<file path="src/rtl/mm_arbiter_pkg.sv">
// Shared types and default sizing for the main-memory arbiter slice.
package mm_arb_pkg;

  localparam int DATA_W_DEF  = 8;
  localparam int ADDR_W_DEF  = 8;
  localparam int MEM_LAT_DEF = 2;

  typedef enum logic [1:0] {IDLE, BUSY, ACK} state_t;

  // Owner value doubles as the bit index into the two-bit request/grant vectors.
  typedef enum logic {OWN_I, OWN_D} owner_t;

endpackage

</file>
<file path="src/rtl/mm_arbiter_if.sv">
// Client-side request/ack signals and the main-memory bus.
interface mm_arbiter_if
  import mm_arb_pkg::*;
#(
  parameter int DATA_W = DATA_W_DEF,
  parameter int ADDR_W = ADDR_W_DEF
);

  logic              i_req;
  logic [ADDR_W-1:0] i_addr;
  logic              i_ack;
  logic [DATA_W-1:0] i_rdata;

  logic              d_req;
  logic              d_we;
  logic [ADDR_W-1:0] d_addr;
  logic [DATA_W-1:0] d_wdata;
  logic              d_ack;
  logic [DATA_W-1:0] d_rdata;

  logic              mm_read;
  logic              mm_write;
  logic [ADDR_W-1:0] mm_addr;
  logic [DATA_W-1:0] mm_wdata;
  logic [DATA_W-1:0] mm_rdata;

  logic              busy;

  // master: the clients plus memory model; slave: the arbiter itself.
  modport master (
    output i_req, i_addr, d_req, d_we, d_addr, d_wdata, mm_rdata,
    input  i_ack, i_rdata, d_ack, d_rdata, mm_read, mm_write, mm_addr, mm_wdata, busy
  );

  modport slave (
    input  i_req, i_addr, d_req, d_we, d_addr, d_wdata, mm_rdata,
    output i_ack, i_rdata, d_ack, d_rdata, mm_read, mm_write, mm_addr, mm_wdata, busy
  );

endinterface

</file>
<file path="src/rtl/mm_arbiter_rr_arb2.sv">
// Two-requester round-robin arbiter; the pointer remembers who was granted last.
module rr_arb2
  import mm_arb_pkg::*;
(
  input  logic       clk,
  input  logic       reset,
  input  logic [1:0] req,
  input  logic       advance,
  output logic [1:0] gnt
);

  owner_t last_q;

  // Reset pretends I was served last so that D wins the first contention.
  always_ff @(posedge clk) begin
    if (reset) begin
      last_q <= OWN_I;
    end else if (advance && (|req)) begin
      last_q <= gnt[OWN_D] ? OWN_D : OWN_I;
    end
  end

  always_comb begin
    gnt = req;
    if (req == 2'b11) begin
      gnt = (last_q == OWN_I) ? 2'b10 : 2'b01;
    end
  end

endmodule

</file>
<file path="src/rtl/mm_arbiter.sv">
// Main-memory arbiter/sequencer: grants fetch or data-cache, runs a fixed-length
// memory access, and returns a one-cycle ack with the captured read data.
module mm_arbiter
  import mm_arb_pkg::*;
#(
  parameter int DATA_W  = DATA_W_DEF,
  parameter int ADDR_W  = ADDR_W_DEF,
  parameter int MEM_LAT = MEM_LAT_DEF
)(
  input  logic         clk,
  input  logic         reset,
  mm_arbiter_if.slave  bus
);

  localparam int              CNT_W    = (MEM_LAT > 1) ? $clog2(MEM_LAT) : 1;
  localparam logic [CNT_W-1:0] LAST_CNT = CNT_W'(MEM_LAT - 1);

  state_t            state_q, state_d;
  owner_t            owner_q;
  logic [CNT_W-1:0]  cnt_q;
  logic              we_q;
  logic [ADDR_W-1:0] addr_q;
  logic [DATA_W-1:0] wdata_q;
  logic [DATA_W-1:0] rdata_q;
  logic              i_ack_q, d_ack_q;
  logic [1:0]        gnt;
  logic              grant_take;
  logic              last_beat;

  assign last_beat = (cnt_q == LAST_CNT);

  rr_arb2 u_rr (
    .clk     (clk),
    .reset   (reset),
    .req     ({bus.d_req, bus.i_req}),
    .advance (grant_take),
    .gnt     (gnt)
  );

  always_ff @(posedge clk) begin
    if (reset) state_q <= IDLE;
    else       state_q <= state_d;
  end

  always_comb begin
    state_d    = state_q;
    grant_take = 1'b0;
    case (state_q)
      IDLE: begin
        if (bus.i_req || bus.d_req) begin
          grant_take = 1'b1;
          state_d    = BUSY;
        end
      end
      BUSY:    if (last_beat) state_d = ACK;
      ACK:     state_d = IDLE;
      default: state_d = IDLE;
    endcase
  end

  // The winner's request is frozen at grant so later input changes cannot disturb the access.
  always_ff @(posedge clk) begin
    if (reset) begin
      owner_q <= OWN_I;
      cnt_q   <= '0;
      we_q    <= 1'b0;
      addr_q  <= '0;
      wdata_q <= '0;
      rdata_q <= '0;
      i_ack_q <= 1'b0;
      d_ack_q <= 1'b0;
    end else begin
      i_ack_q <= 1'b0;
      d_ack_q <= 1'b0;
      case (state_q)
        IDLE: begin
          if (grant_take) begin
            cnt_q <= '0;
            if (gnt[OWN_D]) begin
              owner_q <= OWN_D;
              addr_q  <= bus.d_addr;
              wdata_q <= bus.d_wdata;
              we_q    <= bus.d_we;
            end else begin
              owner_q <= OWN_I;
              addr_q  <= bus.i_addr;
              wdata_q <= '0;
              we_q    <= 1'b0;
            end
          end
        end
        BUSY: begin
          if (last_beat) begin
            if (!we_q) rdata_q <= bus.mm_rdata;
            i_ack_q <= (owner_q == OWN_I);
            d_ack_q <= (owner_q == OWN_D);
          end else begin
            cnt_q <= cnt_q + 1'b1;
          end
        end
        default: ;
      endcase
    end
  end

  assign bus.mm_read  = (state_q == BUSY) && !we_q;
  assign bus.mm_write = (state_q == BUSY) && we_q && (owner_q == OWN_D);
  assign bus.mm_addr  = addr_q;
  assign bus.mm_wdata = wdata_q;
  assign bus.i_rdata  = rdata_q;
  assign bus.d_rdata  = rdata_q;
  assign bus.i_ack    = i_ack_q;
  assign bus.d_ack    = d_ack_q;
  assign bus.busy     = (state_q != IDLE);

endmodule

</file>
<file path="src/flat_wrapper.sv">
// flat-port wrapper written by rule: the top's interface ports become plain ports
module mm_arbiter_flat import mm_arb_pkg::*;
#(
  parameter int DATA_W  = DATA_W_DEF,
  parameter int ADDR_W  = ADDR_W_DEF,
  parameter int MEM_LAT = MEM_LAT_DEF
)
  (clk, reset, bus_i_req, bus_i_addr, bus_d_req, bus_d_we, bus_d_addr, bus_d_wdata, bus_mm_rdata, bus_i_ack, bus_i_rdata, bus_d_ack, bus_d_rdata, bus_mm_read, bus_mm_write, bus_mm_addr, bus_mm_wdata, bus_busy);
  mm_arbiter_if #(.DATA_W(DATA_W), .ADDR_W(ADDR_W)) bus_i ();
  input  logic clk;
  input  logic reset;
  input wire logic [$bits(bus_i.i_req)-1:0] bus_i_req;
  input wire logic [$bits(bus_i.i_addr)-1:0] bus_i_addr;
  input wire logic [$bits(bus_i.d_req)-1:0] bus_d_req;
  input wire logic [$bits(bus_i.d_we)-1:0] bus_d_we;
  input wire logic [$bits(bus_i.d_addr)-1:0] bus_d_addr;
  input wire logic [$bits(bus_i.d_wdata)-1:0] bus_d_wdata;
  input wire logic [$bits(bus_i.mm_rdata)-1:0] bus_mm_rdata;
  output wire logic [$bits(bus_i.i_ack)-1:0] bus_i_ack;
  output wire logic [$bits(bus_i.i_rdata)-1:0] bus_i_rdata;
  output wire logic [$bits(bus_i.d_ack)-1:0] bus_d_ack;
  output wire logic [$bits(bus_i.d_rdata)-1:0] bus_d_rdata;
  output wire logic [$bits(bus_i.mm_read)-1:0] bus_mm_read;
  output wire logic [$bits(bus_i.mm_write)-1:0] bus_mm_write;
  output wire logic [$bits(bus_i.mm_addr)-1:0] bus_mm_addr;
  output wire logic [$bits(bus_i.mm_wdata)-1:0] bus_mm_wdata;
  output wire logic [$bits(bus_i.busy)-1:0] bus_busy;
  assign bus_i.i_req = bus_i_req;
  assign bus_i.i_addr = bus_i_addr;
  assign bus_i.d_req = bus_d_req;
  assign bus_i.d_we = bus_d_we;
  assign bus_i.d_addr = bus_d_addr;
  assign bus_i.d_wdata = bus_d_wdata;
  assign bus_i.mm_rdata = bus_mm_rdata;
  assign bus_i_ack = bus_i.i_ack;
  assign bus_i_rdata = bus_i.i_rdata;
  assign bus_d_ack = bus_i.d_ack;
  assign bus_d_rdata = bus_i.d_rdata;
  assign bus_mm_read = bus_i.mm_read;
  assign bus_mm_write = bus_i.mm_write;
  assign bus_mm_addr = bus_i.mm_addr;
  assign bus_mm_wdata = bus_i.mm_wdata;
  assign bus_busy = bus_i.busy;
  mm_arbiter #(.DATA_W(DATA_W), .ADDR_W(ADDR_W), .MEM_LAT(MEM_LAT)) u_core (.clk(clk), .reset(reset), .bus(bus_i));
endmodule
</file>
<file path="config.mk">
export PLATFORM = sky130hd
export DESIGN_NAME = mm_arbiter_flat
export DESIGN_NICKNAME = d
export VERILOG_FILES = /design/src/rtl/mm_arbiter_pkg.sv /design/src/rtl/mm_arbiter_if.sv /design/src/rtl/mm_arbiter_rr_arb2.sv /design/src/rtl/mm_arbiter.sv /design/src/flat_wrapper.sv
export SDC_FILE = /design/constraint.sdc
export NUM_CORES = 1
export LEC_CHECK = 0
export CAP_MARGIN = 10
export CORE_MARGIN = 2
export CORE_UTILIZATION = 37
export DETAILED_ROUTE_END_ITERATION = 10
export PLACE_DENSITY = 0.84
export SKIP_LAST_GASP = 1
export SLEW_MARGIN = 20
export SYNTH_ARGS = -nofsm -noshare
export SYNTH_HDL_FRONTEND = slang
export SYNTH_SLANG_ARGS = --single-unit
</file>
<file path="constraint.sdc">
create_clock -name clk -period 1.25 [get_ports clk]
set_input_delay 0.25 -clock clk [delete_from_list [all_inputs] [get_ports clk]]
set_output_delay 0.25 -clock clk [all_outputs]
set_load 0.005 [all_outputs]
</file>
# After elaboration in Yosys (flattened, before gate mapping)
# Index checks and enable logic that the tools add are counted.
# totals
reg_bits	32
latch_bits	0
mem_bits_rw	0
rom_bits	0
inputBits	37
output_inout_bits	37
word_cells	49
mem_count	0
# op_classes
n_addsub	1
mul	0
n_div	0
order_cmp	0
n_eq_ne	5
n_shift	0
muxes	14
n_bitwise	4
n_reduce_logical	15
# op_table
op	n
8-bit 2-to-1 mux	2
2-bit 2-to-1 mux	4
1-bit 2-to-1 mux	6
2-bit AND reduction	3
1-bit logical AND	4
2-bit by 1-bit inequality test with 1-bit output (second input constant)	2
1-bit inverter	4
2-bit case mux with 2 select lines	1
2-bit nonzero test	2
3-bit AND reduction	1
3-bit OR reduction	1
2-bit by 1-bit equality test with 1-bit output (second input constant)	1
2-bit equality test (second input constant)	1
2-bit logical NOT	1
2-bit inequality test (second input constant)	1
1-bit case mux with 2 select lines	1
2-bit OR reduction	1
1-bit adder (second input constant)	1
1-bit logical NOT	1
1-bit logical OR	1

# Longest topological paths before layout
# depth
word_depth	5
depth_mapped	4
depth_no_buf	4

# Hierarchy
# A second synthesis with hierarchy kept.
# hier_totals
cells_unflattened	145
hier_area_um2	1386.3
# by_module_without_submodules
mod	n_inst	cells_per_inst	area_per_inst_um2	seq_area_each_um2
mm_arbiter	1	138	1321.3	620.6
rr_arb2	1	7	65.1	20.0

# Worst setup path after synthesis
# No wires, ideal clock.
# synth_timing
path_kind	register to register
from	register u_core.u_rr.last_q
to	register u_core.wdata_q[0], in the netlist u_core.bus.mm_wdata[0]
setup_time_ns	0.057
t_arrival_ns	1.049
t_required_ns	1.193
slack_ns	0.144
path_stages_with_launch	5
n_path_buf	1
synth_period_minus_slack_ns	1.106
cell_sequence	dfxtp_1 -> a21bo_1 -> buf_6 -> nor3_4 -> a22o_2
# synth_via
elab_chain_len	3
# synth_lines
item	line	source
from (decl)	mm_arbiter_rr_arb2.sv:12	owner_t last_q;
from (signal assigned)	mm_arbiter_rr_arb2.sv:19	last_q <= gnt[OWN_D] ? OWN_D : OWN_I;
2-bit 2-to-1 mux	mm_arbiter_rr_arb2.sv:26	gnt = (last_q == OWN_I) ? 2'b10 : 2'b01;
2-bit 2-to-1 mux	mm_arbiter_rr_arb2.sv:25	if (req == 2'b11) begin
8-bit 2-to-1 mux	mm_arbiter.sv:79	if (gnt[OWN_D]) begin
to (signal assigned)	mm_arbiter.sv:82	wdata_q <= bus.d_wdata;
to (decl)	mm_arbiter.sv:23	logic [DATA_W-1:0] wdata_q;
# No other way between the ends.
# A chain may end at the register's enable or synchronous reset.

# Worst setup path in the final report
# layout_timing
from	register u_core.state_q[1]
to	output bus_mm_write
# layout_via
elab_chain_len	3
# layout_lines
item	line	source
from (decl)	mm_arbiter.sv:18	state_t state_q, state_d;
from (signal assigned)	mm_arbiter.sv:42	else state_q <= state_d;
2-bit by 1-bit equality test with 1-bit output	mm_arbiter.sv:107	assign bus.mm_write = (state_q == BUSY) && we_q && (owner_q == OWN_D);
1-bit logical AND (2 in a row)	mm_arbiter.sv:107	
to (decl)	flat_wrapper.sv:24	output wire logic [$bits(bus_i.mm_write)-1:0] bus_mm_write;
# No other way between the ends.

==> impl_metrics.py <==
metrics = {
    "run_status": {
        "outcome": "complete, but fails checks",
        "violations": "negative setup slack",
    },
    "yosys": {
        "syn-cell-area_um2": 1260,
        "synth_edf_count": 0,
        "synth_seq_area_share_pct": 49.4,
        "syn_area_per_cell_um2": 9.97,
        "syn_nets": 163,
        "async_flop_share_pct": 0,
        "ys_dominant_reg_cell": "dfxtp_1",
        "yosys_register_bits": 31,
        "netlist_instances": 126,
        "yosysUniqueCellTypes": 24,
        "yosys_warnings": 0,
    },
    "clock_tree": {
        "clkSinkCount": 31,
        "ctsHoldBuffers": 0,
        "cts_root_buf": "clkbuf_4",
        "path_clk_slew_ns": 0.10,
        "clockBufferDepth": 2,
        "clk_latency_ns": 0.34,
        "cts_made_buffers": 5,
        "cts_tree": "built",
        "h-tree-depth": 2,
    },
    "pwr": {
        "finalPower_mw": 2.31,
        "clock_power_share_pct": 24.8,
        "switching_power_mw": 0.658,
        "comb_power_share_pct": 26.8,
        "seqPwrFrac_pct": 48.4,
        "intPower_mw": 1.65,
        "ir_worst_vdd_mv": 0.689,
        "p_leak_nw": 1.07,
        "powerDensity_nw_per_um2": 995,
        "switching_share_pct": 28.5,
    },
    "floorplan": {
        "die_x_um": 62.3,
        "io-pin-count": 74,
        "coreArea_um2": 3310,
        "rows": 21,
        "die_h_um": 62.3,
        "dieArea_um2": 3880,
        "start_util_pct": 37.9,
    },
    "placement": {
        "dp.cells": 247,
        "place_congestion": 0.859,
        "io_buffers": 73,
        "dp_slack_ns": -0.369,
        "hpwl_um": 2700,
    },
    "global_route": {
        "track_usage_pct": 20.0,
        "grt_max_degree": 11,
        "grt.overflow.total": 0,
        "antenna_found_initial": 0,
        "grt_pass1_wl_um": 6110,
        "grt_pass1_vias": 1325,
    },
    "timing": {
        "rsz0062_at_grt": "true",
        "relSlewSlack_pct": 77.6,
        "worst_slew_pin_slew_ns": 0.335,
        "fin_ws_ns": -0.0326,
        "fin_crit_sh_pct": 103,
        "finalCriticalPeriod_ns": 1.28,
        "final-setup-viol-count": 2,
        "finalClockSkew_ns": 0.0102,
        "drv_slew": 0,
        "fmaxAchievable_mhz": 780,
        "fin_hold_ws_ns": 0.470,
        "timing_hold_violations_final": 0,
    },
    "route": {
        "firstDrtPassIters": 4,
        "drtIter0Drc": 49,
        "wl_per_cell_um": 14.3,
        "ant_nets": 0,
        "vias_per_cell": 4.82,
        "vias": 1302,
        "routed_wl_um": 3870,
        "drc_errors": 0,
    },
    "layout": {
        "final_util_pct": 70.1,
        "multi_input_area_um2": 649,
        "fillCellCount": 269,
        "area_delta_synth_final_pct": 84.8,
        "final_net_count": 260,
        "finalNonFillerCells": 270,
        "layout-drive-gt1-share_pct": 44.6,
        "antenna_cells": 0,
        "regArea_um2": 657,
    },
    "setup_path": {
        "critPathMaxFanout": 3,
        "crit_type": "flip-flop to output pin",
        "cp.arrival_ns": 1.03,
        "cp-end-kind": "output pin",
        "start_kind": "flip-flop",
        "cp.required_ns": 1.00,
    },
    "worst_hold_path": {
        "hold_path.class": "flip-flop to flip-flop",
    },
    "job": {
        "cap_violations": 0,
    },
}
## sequential cells by signal, summed over array words and instances, names as in the netlist
name / count
u_core.state_q: 2
u_core.cnt_q: 1
u_core.bus.mm_addr: 8
u_core.bus.i_ack: 1
u_core.u_rr.last_q: 1
u_core.we_q: 1
u_core.bus.mm_wdata: 8
u_core.bus.d_ack: 1
u_core.bus.d_rdata: 8
## critical path: stages, from the launching register on
cell,delay [ns]
dfxtp_4,0.37
nand2b_4,0.16
nor2_4,0.07
buf_2,0.11
## layer usage
layer	GRT usage [%]	up-vias	part of all wire [%]	wire, µm
met1	22.8	613	41	1570
met5	0	-	0	0
met4	8.06	0	1.9	73
met2	34.5	47	52	2000
li1	-	634	-	-
met3	6.70	8	5.8	225
## worst paths after layout
path,startpoint,endpoint,slack [ns],cells past startpoint
min,u_core.bus.mm_wdata[2],u_core.bus.mm_wdata[2],0.47,1
max,u_core.state_q[1],bus_mm_write,-0.03,3
max reg2reg,u_core.state_q[1],u_core.bus.mm_wdata[6],0.02,6
min reg2reg,u_core.bus.mm_wdata[2],u_core.bus.mm_wdata[2],0.47,1
## cells in the mapped netlist (2+ instances only)
master / instances / share of area [%]
a21oi_1: 10 / 4.0
a22o_2: 9 / 7.2
a311oi_1: 8 / 5.6
buf_2: 3 / 1.2
buf_4: 10 / 6.0
dfxtp_1: 31 / 49
mux2i_1: 8 / 6.4
nand2_1: 18 / 5.4
nor2_1: 12 / 3.6
nor2b_1: 2 / 1.0
o21ai_0: 2 / 0.80
## area by class of cell
cell class                      instances  share of cell area, %
Multi-Input combinational cell         80                   28.0
Inverter                                1                  0.162
Tap cell                               46                   2.48
Clock inverter                          2                  0.539
Sequential cell                        31                   28.3
Timing Repair Buffer                  104                   38.8
Clock buffer                            6                   1.78
## logic make-up after synthesis
group | share of synthesized area (%)
buf+inv | 8.37
compound gates | 21.0
mux | 6.37
flops | 49.4
simple gates | 14.8
## stage by stage
| stage | instance area (µm²) | setup TNS [ns] |
|---|---|---|
| finish | 2320 | -0.0642 |
| CTS | 2250 | -0.566 |
| detailed placement | 2060 | -6.65 |
| global placement | 2060 | -5.60 |
| floorplan | 1260 | 0 |
| global route | 2320 | -0.533 |
## power by group through the flow
stage | combinational [mW] | clock [mW] | sequential [mW]
after global routing | 0.663 | 0.624 | 1.13
after floorplan | 0.210 | 0 | 1.12
after CTS | 0.568 | 0.582 | 1.11
final | 0.620 | 0.573 | 1.12
after global placement | 0.532 | 0 | 1.12
after detailed placement | 0.552 | 0 | 1.12
## repair_timing
action / in CTS / in global routing
hold endpoints to repair: 0 / 0
pin swaps: 3 / 15
resized for setup: 78 / 40
setup endpoints to repair: 57 / 32
buffers inserted: 15 / 1
cloned: 0 / 0
## cell usage in the layout, fill, tap and decap left out, types with 2 or more instances in the layout
master	count
a22o_2	3
a311oi_2	5
o21ai_0	2
nor2_1	9
clkbuf_4	5
dfxtp_1	6
buf_4	27
a21oi_1	10
nor2b_1	2
mux2i_1	8
a22o_4	6
buf_6	5
buf_2	2
nand2_1	18
a311oi_1	3
clkdlybuf4s50_1	35
dfxtp_4	2
dlygate4sd2_1	26
clkbuf_2	8
nor2_4	3
dfxtp_2	23
Power figures use the tool's default switching activity.
